<file path="config.mk">
export PLATFORM = sky130hd
export DESIGN_NAME = pipe_hazard_ctrl
export DESIGN_NICKNAME = d
export VERILOG_FILES = /design/src/rtl/pipe_ctrl_pkg.sv /design/src/rtl/stall_watchdog.sv /design/src/rtl/pipe_hazard_ctrl.sv
export SDC_FILE = /design/constraint.sdc
export NUM_CORES = 1
export LEC_CHECK = 0
export CORE_MARGIN = 2
export CORE_UTILIZATION = 37
export DETAILED_ROUTE_END_ITERATION = 7
export PLACE_DENSITY_LB_ADDON = 0.1
export SYNTH_ARGS = -nofsm -noshare
export SYNTH_HDL_FRONTEND = slang
export SYNTH_HIERARCHICAL = 1
export SYNTH_SLANG_ARGS = --single-unit
</file>
<file path="constraint.sdc">
create_clock -name clk -period 1.9 [get_ports clk]
set_input_delay 0.285 -clock clk [delete_from_list [all_inputs] [get_ports clk]]
set_output_delay 0.285 -clock clk [all_outputs]
set_load 0.1 [all_outputs]
</file>
<file path="src/rtl/pipe_ctrl_pkg.sv">
// -----------------------------------------------------------------------------
// pipe_ctrl_pkg
// Shared types for the pipeline hazard controller: the registered stall-cause
// encoding, the bundle of stage control signals, the default register-index
// width and a helper that maps a resolved cause onto that control bundle.
// -----------------------------------------------------------------------------
package pipe_ctrl_pkg;

    localparam int REG_ADDR_W_DEF = 5;

    // Encoding of the registered stall cause (branch flushes record as RUN)
    typedef enum logic [1:0] {
        ST_RUN    = 2'd0,
        ST_LU     = 2'd1,
        ST_ISTALL = 2'd2,
        ST_DSTALL = 2'd3
    } stall_state_e;

    typedef struct packed {
        logic pc_write;
        logic if_id_write;
        logic id_ex_write;
        logic ex_mem_write;
        logic if_id_flush;
        logic id_ex_bubble;
        logic mem_wb_bubble;
    } ctrl_t;

    // Everything frozen and every stage register cleared/bubbled
    localparam ctrl_t RESET_CTRL = '{1'b0, 1'b0, 1'b0, 1'b0, 1'b1, 1'b1, 1'b1};

    // Map the winning cause onto stage controls; branch_flush only matters
    // when the cause itself is RUN.
    function automatic ctrl_t ctrl_for(input stall_state_e cause, input logic branch_flush);
        ctrl_t c;
        case (cause)
            ST_DSTALL: c = '{1'b0, 1'b0, 1'b0, 1'b0, 1'b0, 1'b0, 1'b1};
            ST_LU:     c = '{1'b0, 1'b0, 1'b1, 1'b1, 1'b0, 1'b1, 1'b0};
            ST_ISTALL: c = '{1'b0, 1'b1, 1'b1, 1'b1, 1'b1, 1'b0, 1'b0};
            ST_RUN: begin
                if (branch_flush) begin
                    c = '{1'b1, 1'b1, 1'b1, 1'b1, 1'b1, 1'b1, 1'b0};
                end else begin
                    c = '{1'b1, 1'b1, 1'b1, 1'b1, 1'b0, 1'b0, 1'b0};
                end
            end
            default:   c = RESET_CTRL;
        endcase
        return c;
    endfunction

endpackage

</file>
<file path="src/rtl/stall_watchdog.sv">
// -----------------------------------------------------------------------------
// stall_watchdog
// Counts consecutive memory-stall cycles (saturating at TIMEOUT_CYC) and raises
// a sticky timeout flag once the count reaches TIMEOUT_CYC.
// Ports:
//   clk     in  rising-edge clock
//   reset   in  synchronous, active-high; clears counter and flag
//   stall   in  current cycle is a fetch or data-memory stall
//   timeout out registered sticky watchdog flag
// Parameter TIMEOUT_CYC must be at least 1.
// -----------------------------------------------------------------------------
module stall_watchdog #(
    parameter int TIMEOUT_CYC = 255
) (
    input  logic clk,
    input  logic reset,
    input  logic stall,
    output logic timeout
);

    localparam int              CNT_W   = $clog2(TIMEOUT_CYC + 1);
    localparam logic [CNT_W-1:0] CNT_MAX = CNT_W'(TIMEOUT_CYC);

    logic [CNT_W-1:0] wait_cnt_q;
    logic [CNT_W-1:0] wait_cnt_d;
    logic             timeout_q;
    logic             timeout_d;

    // Next counter value and sticky flag; the flag sets in the same edge the
    // counter lands on its maximum.
    always_comb begin
        if (!stall) begin
            wait_cnt_d = '0;
        end else if (wait_cnt_q == CNT_MAX) begin
            wait_cnt_d = wait_cnt_q;
        end else begin
            wait_cnt_d = wait_cnt_q + CNT_W'(1);
        end
        timeout_d = timeout_q | (wait_cnt_d == CNT_MAX);
    end

    // State registers with synchronous reset
    always_ff @(posedge clk) begin
        if (reset) begin
            wait_cnt_q <= '0;
            timeout_q  <= 1'b0;
        end else begin
            wait_cnt_q <= wait_cnt_d;
            timeout_q  <= timeout_d;
        end
    end

    assign timeout = timeout_q;

endmodule

</file>
<file path="src/rtl/pipe_hazard_ctrl.sv">
// -----------------------------------------------------------------------------
// pipe_hazard_ctrl
// Five-stage pipeline hazard controller. Resolves data-memory stalls, taken
// branches, load-use hazards and fetch stalls (in that priority order) into
// zero-latency stage write enables and clear/bubble controls, records the
// winning cause in stall_state and runs a stall watchdog.
// Ports:
//   clk, reset                      clock, synchronous active-high reset
//   id_rs1/id_rs2, *_used           ID-stage source registers and validity
//   ex_rd, ex_is_load               EX-stage destination and load flag
//   ex_branch_taken                 EX resolved a taken branch/jump
//   imem_ready                      fetch data valid
//   dmem_req, dmem_ready            MEM-stage access and completion
//   pc_write .. ex_mem_write        stage write enables (combinational)
//   if_id_flush, id_ex_bubble,
//   mem_wb_bubble                   clear / NOP-insert controls (combinational)
//   stall_state                     registered cause 0 RUN,1 LU,2 ISTALL,3 DSTALL
//   timeout_err                     registered sticky watchdog flag
// Optional feature macro PIPE_HAZARD_PERF_EN adds stall_cycles (32b) and
// flush_count (16b) wrapping performance counters.
// -----------------------------------------------------------------------------
module pipe_hazard_ctrl
    import pipe_ctrl_pkg::*;
#(
    parameter int TIMEOUT_CYC = 255,
    parameter int REG_ADDR_W  = REG_ADDR_W_DEF
) (
    input  logic                  clk,
    input  logic                  reset,
    input  logic [REG_ADDR_W-1:0] id_rs1,
    input  logic [REG_ADDR_W-1:0] id_rs2,
    input  logic                  id_rs1_used,
    input  logic                  id_rs2_used,
    input  logic [REG_ADDR_W-1:0] ex_rd,
    input  logic                  ex_is_load,
    input  logic                  ex_branch_taken,
    input  logic                  imem_ready,
    input  logic                  dmem_req,
    input  logic                  dmem_ready,
    output logic                  pc_write,
    output logic                  if_id_write,
    output logic                  id_ex_write,
    output logic                  ex_mem_write,
    output logic                  if_id_flush,
    output logic                  id_ex_bubble,
    output logic                  mem_wb_bubble,
    output logic [1:0]            stall_state,
`ifdef PIPE_HAZARD_PERF_EN
    output logic [31:0]           stall_cycles,
    output logic [15:0]           flush_count,
`endif
    output logic                  timeout_err
);

    logic         dstall_s;
    logic         istall_s;
    logic         load_use_s;
    logic         branch_flush_s;
    logic         wd_stall_s;
    stall_state_e cause_s;
    ctrl_t        ctrl_s;
    stall_state_e stall_state_q;
    stall_state_e stall_state_d;

    // Raw hazard detection; register 0 is hardwired so it never creates a dependency
    always_comb begin
        dstall_s   = dmem_req & ~dmem_ready;
        istall_s   = ~imem_ready;
        load_use_s = ex_is_load && (ex_rd != '0) &&
                     ((id_rs1_used && (id_rs1 == ex_rd)) ||
                      (id_rs2_used && (id_rs2 == ex_rd)));
    end

    // Fixed-priority cause resolution; a taken branch records as RUN
    always_comb begin
        branch_flush_s = 1'b0;
        cause_s        = ST_RUN;
        if (dstall_s) begin
            cause_s = ST_DSTALL;
        end else if (ex_branch_taken) begin
            branch_flush_s = 1'b1;
        end else if (load_use_s) begin
            cause_s = ST_LU;
        end else if (istall_s) begin
            cause_s = ST_ISTALL;
        end else begin
            cause_s = ST_RUN;
        end
    end

    // Stage controls, overridden to the frozen/cleared pattern during reset
    always_comb begin
        if (reset) begin
            ctrl_s = RESET_CTRL;
        end else begin
            ctrl_s = ctrl_for(cause_s, branch_flush_s);
        end
        stall_state_d = cause_s;
        wd_stall_s    = (cause_s == ST_ISTALL) || (cause_s == ST_DSTALL);
    end

    // Registered record of the winning cause
    always_ff @(posedge clk) begin
        if (reset) begin
            stall_state_q <= ST_RUN;
        end else begin
            stall_state_q <= stall_state_d;
        end
    end

    stall_watchdog #(
        .TIMEOUT_CYC (TIMEOUT_CYC)
    ) u_watchdog (
        .clk     (clk),
        .reset   (reset),
        .stall   (wd_stall_s),
        .timeout (timeout_err)
    );

`ifdef PIPE_HAZARD_PERF_EN
    logic [31:0] stall_cycles_q;
    logic [31:0] stall_cycles_d;
    logic [15:0] flush_count_q;
    logic [15:0] flush_count_d;

    // Wrapping event counters: non-RUN cycles and branch flushes
    always_comb begin
        stall_cycles_d = stall_cycles_q + ((cause_s != ST_RUN) ? 32'd1 : 32'd0);
        flush_count_d  = flush_count_q + (branch_flush_s ? 16'd1 : 16'd0);
    end

    // Performance counter registers
    always_ff @(posedge clk) begin
        if (reset) begin
            stall_cycles_q <= 32'd0;
            flush_count_q  <= 16'd0;
        end else begin
            stall_cycles_q <= stall_cycles_d;
            flush_count_q  <= flush_count_d;
        end
    end

    assign stall_cycles = stall_cycles_q;
    assign flush_count  = flush_count_q;
`endif

    assign pc_write      = ctrl_s.pc_write;
    assign if_id_write   = ctrl_s.if_id_write;
    assign id_ex_write   = ctrl_s.id_ex_write;
    assign ex_mem_write  = ctrl_s.ex_mem_write;
    assign if_id_flush   = ctrl_s.if_id_flush;
    assign id_ex_bubble  = ctrl_s.id_ex_bubble;
    assign mem_wb_bubble = ctrl_s.mem_wb_bubble;
    assign stall_state   = stall_state_q;

endmodule
</file>
## After elaboration in Yosys (flattened, before gate mapping)

Index checks and enable logic that the tools add are counted.

- Register bits after elaboration: 11
- Output and inout bits: 10
- Logic and storage cells: 33

- $add $sub $neg: 1
- Equal/unequal tests: 7
- Mux-type cells: 11
- Bitwise gates (word level): 3
- Reductions and logical operators: 8

Operator list:

| kind | count |
|---|---|
| $pmux W7 S4 | 1 |
| $eq A8 B8 Y1 const B | 2 |
| $mux W8 | 2 |
| $eq A5 B5 Y1 | 2 |
| $add A8 B1 Y8 const B | 1 |
| $mux W2 | 4 |
| $mux W7 | 1 |
| $reduce_bool A5 Y1 | 1 |
| $eq A2 B2 Y1 const B | 2 |
| $logic_and A1 B1 Y1 | 4 |
| $mux W3 | 1 |
| $eq A2 B1 Y1 const B | 1 |
| $logic_not A2 Y1 | 1 |
| $logic_or A1 B1 Y1 | 2 |
| $mux W1 | 2 |
| $and A1 B1 Y1 | 1 |
| $not A1 Y1 | 1 |
| $or A1 B1 Y1 | 1 |

## Logic depth before layout (Yosys ltp)

- Depth in word-level cells: 12
- Gate-level depth with buffers: 9
- Depth with buffers taken out: 9

## Cells and area by module

Netlist, hierarchy kept.

By module, submodules not included:

| module | times used | cells an instance | area each (sq um) | sequential area each (sq um) |
|---|---|---|---|---|
| stall_watchdog | 1 | 56 | 494.2 | 180.2 |
| pipe_hazard_ctrl | 1 | 39 | 292.8 | 40.0 |

## Worst setup path before layout

No wires, ideal clock.

- Path kind: input to output
- From: in dmem_req
- To: out if_id_write
- Data arrival time: 4554 ps
- Required time: 1615 ps
- Setup slack: -2939 ps
- Stages on the path: 4
- Cell sequence: nor2b_1 -> nor2_1 -> inv_1 -> a31oi_1

- Word-level cells in the longest chain between the ends: 5
- Elaborated cells on any way between the ends: 8

Ends and longest elaborated chain:

| element | line | text |
|---|---|---|
| start: declaration | pipe_hazard_ctrl.sv:38 | `input logic dmem_req,` |
| $and A1 B1 Y1 * | pipe_hazard_ctrl.sv:67 | `dstall_s = dmem_req & ~dmem_ready;` |
| $mux W2 * | pipe_hazard_ctrl.sv:78 | `if (dstall_s) begin` |
| $eq A2 B2 Y1 (tied with other cells) | pipe_ctrl_pkg.sv:36 | `case (cause)` |
| $pmux W7 S4 * | pipe_ctrl_pkg.sv:36 |  |
| $mux W7 * | pipe_hazard_ctrl.sv:93 | `if (reset) begin` |
| end: declaration | pipe_hazard_ctrl.sv:41 | `output logic if_id_write,` |

Mark *: on every way between the ends. The rest lies on a longest branch, timed or not.

## Final worst setup path

- From: in ex_rd[3]
- To: out if_id_flush

- Word-level cells in the longest chain between the ends: 10
- Elaborated cells on any way between the ends: 17

Ends and longest elaborated chain:

| element | line | text |
|---|---|---|
| start: declaration | pipe_hazard_ctrl.sv:34 | `input logic [REG_ADDR_W-1:0] ex_rd,` |
| $eq A5 B5 Y1, on equally long branches | pipe_hazard_ctrl.sv:70, pipe_hazard_ctrl.sv:71 |  |
| $logic_and A1 B1 Y1, on equally long branches | pipe_hazard_ctrl.sv:70, pipe_hazard_ctrl.sv:71 |  |
| $logic_or A1 B1 Y1 | pipe_hazard_ctrl.sv:70 | `((id_rs1_used && (id_rs1 == ex_rd)) \|\|` |
| $logic_and A1 B1 Y1 * | pipe_hazard_ctrl.sv:69 | `load_use_s = ex_is_load && (ex_rd != '0) &&` |
| $mux W2 * | pipe_hazard_ctrl.sv:82 | `end else if (load_use_s) begin` |
| $mux W2 * | pipe_hazard_ctrl.sv:80 | `end else if (ex_branch_taken) begin` |
| $mux W2 * | pipe_hazard_ctrl.sv:78 |  |
| $eq A2 B2 Y1 (tied with other cells) | pipe_ctrl_pkg.sv:36 |  |
| $pmux W7 S4 * | pipe_ctrl_pkg.sv:36 |  |
| $mux W7 * | pipe_hazard_ctrl.sv:93 |  |
| end: declaration | pipe_hazard_ctrl.sv:44 | `output logic if_id_flush,` |

Marked as above.

==> metrics list <==
- Average cell area after synthesis: 8.28 um2
- Utilization of the core after routing: 0.713
- The tool flagged a number of max-cap violations equal to 0.
* Aggregate routed wire length: 2.17 mm
- By startpoint and endpoint, the worst setup path is classified as primary input to output port.
- Clock insertion delay at the later pin of the skew report: 270 ps
* Run status: finished, violations left
- Leading cell types by count after synthesis: sky130_fd_sc_hd__dfxtp_1, sky130_fd_sc_hd__xnor2_1, sky130_fd_sc_hd__nand2_1, sky130_fd_sc_hd__nand4_1
* Detail Route Antenna Nets: 0
- Worst EP required: 1620 ps
- Worst max-slew margin expressed relative to the limit: 0.814
- In this run the clock root is driven by a sky130_fd_sc_hd__clkbuf_4.
- Overall die width: 50.1 um
* Clock transition at the registers of the reported paths: about 70 ps
- The congestion estimate from routability-driven global placement came to 0.795.
- Pin count of the biggest net entering global routing: 9
* Total of flip-flops plus latches after synthesis: 11
- Remaining Overflow, GRT: 0
- Wire length of the first global-routing pass: 3.61 mm
- Share of the clock period used by the worst path after layout: 1.05
- Number of enable-type register cells in the synthesized netlist: 0
- Endpoint type of the worst setup path: output port
- For the finished layout, the period the worst path requires is between 2000 and 2500 ps.
- Synthesis instantiated 43 different standard cells from the library.
- Dividing the detail-routed via count by the number of cells gives 5.28.
- Maximum fanout along the worst path: 4
- For this run, the number of Yosys warnings is 6.
- Cell Rows: 16
- STA classifies the critical path startpoint as a primary input.
- TritonCTS built the clock tree.
- Number of endpoints with negative hold slack in the final report: 0
- The via count of the first global-routing pass is 846.
- The core region is 1980 um2.
- Cell type with the largest total area after synthesis: sky130_fd_sc_hd__dfxtp_1
- Total Neg Setup Slack: -246 ps
- For this run, the post-layout net count is 170.
- At the pin with the least slew margin, the transition time is 281 ps.
* Sequential element share of the synthesized area: 0.280
* Launching element of the worst setup path: ex_rd[3]
* Die outline height: 50.1 um
* Origin of the worst min-delay path: u_watchdog/timeout
- The clock passes through at most 2 buffers.
- For this run, the total global-route usage over all layers was measured as 0.191.
* Worst vdd rail ir drop: 365 uV
- Launch instance of the worst register-to-register path: u_watchdog/wait_cnt_q[0]
* Netlist area before placement: 787 um2
* Detailed-route wire length per cell: around 13 um
- Setup violations remaining at the end of the flow were counted as 4.
- Die Area: 2510 um2
* P&R area growth vs syn: 79.7%
* Initial antenna violation count: 0
- Post-layout total power: ~0.0007 W
* Total nets after synthesis: 120
- Of the post-synthesis cell area, the dominant cell type holds 0.280.
* Starting utilization of the core area: 0.397
- Count of unresolved DRC violations after routing: 0
- Top-Level Pins: 34
- Violated checks: setup timing
- Port Buffers: 33
* Power density of the placed cells: 493 nW/um2
- Layout cell share with drive strength beyond 1: 0.375
* Total iterations of the first detailed-routing run: 4
- Final slew viol count: 0
- After synthesis, the cell types taking the most area are sky130_fd_sc_hd__dfxtp_1, sky130_fd_sc_hd__xnor2_1, sky130_fd_sc_hd__nand4_1.
- Antenna diode count: 0
- In this run the number of H-tree levels came out at 1.
* DP HPWL: about 1.7 mm
- Setup repair after global routing missed its margin: true
- In the synthesized netlist the dominant register cell turns out to be sky130_fd_sc_hd__dfxtp_1.
- Worst min-delay path class: flop to flop
- Leakage: 0.608 nW
- Inserted Clock Buffers: 3
* Async set or reset register ratio after synthesis: 0
- For the worst setup path, the data arrival time is approximately 1700 ps.
- The detailed router placed 903 vias in this run.
* Num Clock Sinks: 11
- Iteration-0 DRC Markers: 20
* Post-Synthesis Cells: between 90 and 100
- Fill cells in the final layout number approximately 140.
- Setup Skew: between 1.5 and 2 ps
* Final worst-path setup slack: -103 ps
- For this run, the top clock speed supported by timing is 499 MHz.
[routing by layer]
layer / track usage / routed length (um) / part of all wire / up-vias
met5: 0 / 0 / 0 / -
met4: 0.111 / 51 / 0.024 / 0
met3: 0.0515 / 181 / 0.084 / 5
met2: 0.336 / 1090 / 0.50 / 42
met1: 0.201 / 840 / 0.39 / 406
li1: - / - / - / 450
[placed cells by master (no fill, tap or decap), types with 2 or more instances in the layout]
cell	count
sky130_fd_sc_hd__a21oi_1	3
sky130_fd_sc_hd__nand2_1	6
sky130_fd_sc_hd__nand3_1	3
sky130_fd_sc_hd__a211oi_1	2
sky130_fd_sc_hd__clkdlybuf4s50_1	8
sky130_fd_sc_hd__buf_6	6
sky130_fd_sc_hd__nand4_1	6
sky130_fd_sc_hd__xnor2_1	9
sky130_fd_sc_hd__and3_1	2
sky130_fd_sc_hd__o21ai_0	2
sky130_fd_sc_hd__inv_1	4
sky130_fd_sc_hd__dlygate4sd2_1	11
sky130_fd_sc_hd__and2_2	3
sky130_fd_sc_hd__buf_4	15
sky130_fd_sc_hd__nor2_1	3
sky130_fd_sc_hd__dfxtp_1	11
sky130_fd_sc_hd__a21boi_2	2
sky130_fd_sc_hd__clkbuf_4	3
sky130_fd_sc_hd__xnor2_2	2
sky130_fd_sc_hd__buf_12	7
sky130_fd_sc_hd__nand2b_1	2
[worst paths after layout]
check | endpoint | slack (ps) | cells past startpoint
setup / recovery | if_id_flush | -100 | 7
hold / removal | u_watchdog/timeout | 470 | 2
setup reg to reg | u_watchdog/timeout | 230 | 5
hold reg to reg | u_watchdog/timeout | 470 | 2
[per-stage QoR]
| stage | hold slack [ps] | std cells | setup WS (ps) | area [um2] |
|---|---|---|---|---|
| after detailed placement | 459 | 165 | -589 | 1350 |
| after global placement | 451 | 165 | -525 | 1350 |
| after global routing | 506 | 171 | -144 | 1410 |
| after CTS | 470 | 172 | -124 | 1420 |
| after floorplan | 357 | 95 | -762 | 847 |
| final | 474 | 171 | -103 | 1410 |
[state kept, by name, summed over array words and instances (netlist names)]
name / count
u_watchdog/timeout: 1
u_watchdog/wait_cnt_q: 8
stall_state: 2
[report_power, final]
group          switching, W  internal, W
combinational      0.000162     0.000136
sequential       0.00000314     0.000235
clock             0.0000790    0.0000814
total              0.000244     0.000452
[layout make-up]
cell class                      count  area (um2)  share of cell area
Inverter                            5        18.8              0.0133
Tap cell                           27        33.8              0.0239
Multi-Input combinational cell     75         608               0.430
Sequential cell                    11         220               0.156
Clock buffer                        4        26.3              0.0186
Timing Repair Buffer               49         507               0.358
[cell families (layout without fill, tap and decap cells)]
logic type                 after synthesis  after routing  share of synthesized area
DFF                                     11             11                      0.280
AOI/OAI and AO/OA                       28             28                      0.266
xor gates and xnor gates                11             11                      0.122
and+or+nand+nor                         35             35                      0.261
adders and majority gates                1              1                     0.0159
buffers and inverters                    9             58                     0.0556
[repair_timing]
item	in CTS	in global routing
endpoints found under the hold margin	0	0
pin swaps	11	9
endpoints found under the setup margin	14	7
buffers inserted	3	0
hold buffers	0	0
gates resized for setup	35	5
[worst max-delay path: stages]
cell	delay, ps
sky130_fd_sc_hd__buf_6	90
sky130_fd_sc_hd__or4_1	510
sky130_fd_sc_hd__o21a_2	220
sky130_fd_sc_hd__buf_6	130
sky130_fd_sc_hd__nor3b_4	150
sky130_fd_sc_hd__a21oi_4	140
sky130_fd_sc_hd__buf_12	190
Power figures use the tool's default switching activity.
==> RTL edit: new RTL, config.mk and constraints unchanged <==
Add a define of `PIPE_HAZARD_PERF_EN`.
--- a/src/rtl/pipe_hazard_ctrl.sv
+++ b/src/rtl/pipe_hazard_ctrl.sv
@@ -20,4 +20,6 @@
 // flush_count (16b) wrapping performance counters.
 // -----------------------------------------------------------------------------
+`define PIPE_HAZARD_PERF_EN
+
 module pipe_hazard_ctrl
     import pipe_ctrl_pkg::*;
Formal check against the unedited RTL (old outputs only; new: flush_count and stall_cycles): equivalent (Yosys induction, for registers that start in step).
==> RTL edit against the unedited design <==
  * The run still ends with negative setup slack left
  * Worst setup slack lost 190 ps
  * Register-to-register slack lost 50 ps
  * Final area grew to 3.3 times the old value
  * Routed wire length grew to 3.2 times the old value
  * Non-clock buffer count grew 74
  * Total power grew to 4.0 times the old value
  * Sequential cell count grew 48
  * Synthesized area grew to 3.7 times the old value
  * Critical endpoint is now stall_cycles[10]$_SDFF_PP0_
  * Largest power group is now registers
==> RTL edit: results <==
{
  "status": "complete, but fails checks",
  "failed_checks": "negative setup slack",
  "peakVddDrop_uv": 475,
  "critPathMaxFanout": 3,
  "dp_slack_ps": -1120,
  "clock_skew_ps": 5.82,
  "routed_wl_um": 6920,
  "drt_iter0_markers": 57,
  "min_to": "stall_state[0]$_SDFF_PP0_",
  "clockRootBuffer": "clkbuf_8",
  "synth_cells": 323,
  "cts_inserted_buffers": 9,
  "switching_power_w": 0.000798,
  "syn_nets": 352,
  "holdPathStages": 3,
  "cts_max_level": 3,
  "power.leakage_nw": 1.96,
  "met2_usage_pct": 26.6,
  "crit_slowest_cell": "nor4_2",
  "wl_met3_um": 532,
  "total_power_w": 0.00277,
  "min_path_type": "in -> reg",
  "p_comb_w": 0.000461,
  "grt.total_usage_pct": 16.5,
  "grt_pass1_vias": 2587,
  "met1_length_um": 2980,
  "ys_top_cells_by_area": "dfxtp_1 40%, xor2_1 12%, nor2_1 7.3%",
  "grt_pass1_wl_um": 11400,
  "min_from": "dmem_req",
  "fin_tns_setup_ps": -5840,
  "wl_met2_um": 3340,
  "p_seq_w": 0.00127,
  "fin_ws_ps": -289,
  "hpwl_um": 5020,
  "postCtsSetupBuffers": 8,
  "final_layout_size_suffix_gt1_share_pct": 46.2,
  "setup_viol": 31,
  "clock_latency_ps": 330,
  "slowest_delay_ps": 310,
  "holdWs_ps": 267,
  "wl_per_cell_um": 12.5
}
## RTL edit: cell count changes after synthesis, moves of 3 or more
cell,unedited run,this run
and4_1,1,5
nor2_1,4,57
nand4_1,6,16
xnor2_1,11,14
nor3_1,0,5
ha_1,1,5
dfxtp_1,11,59
or3_1,0,3
nand2_1,6,12
and3_1,2,8
nand3_1,3,23
nor2b_1,1,4
clkbuf_1,0,5
xor2_1,0,39
## RTL edit: area by class of cell
cell class | instances | area, sq um
well taps | 102 | 128
flip-flops and latches | 59 | 1210
clock inverters | 5 | 27.5
clock buffers | 10 | 149
inverters | 7 | 26.3
fillers | 718 | 3030
multi-input cells | 246 | 1940
repair buffers | 123 | 1180
## RTL edit: cell families after synthesis
| logic type | after synthesis | synth area share (%) |
|---|---|---|
| compound gates | 25 | 6.65 |
| xor+xnor | 53 | 15.9 |
| fa+ha+maj | 5 | 2.14 |
| buf+inv | 18 | 2.74 |
| flops | 59 | 40.5 |
| simple gates | 163 | 32.1 |
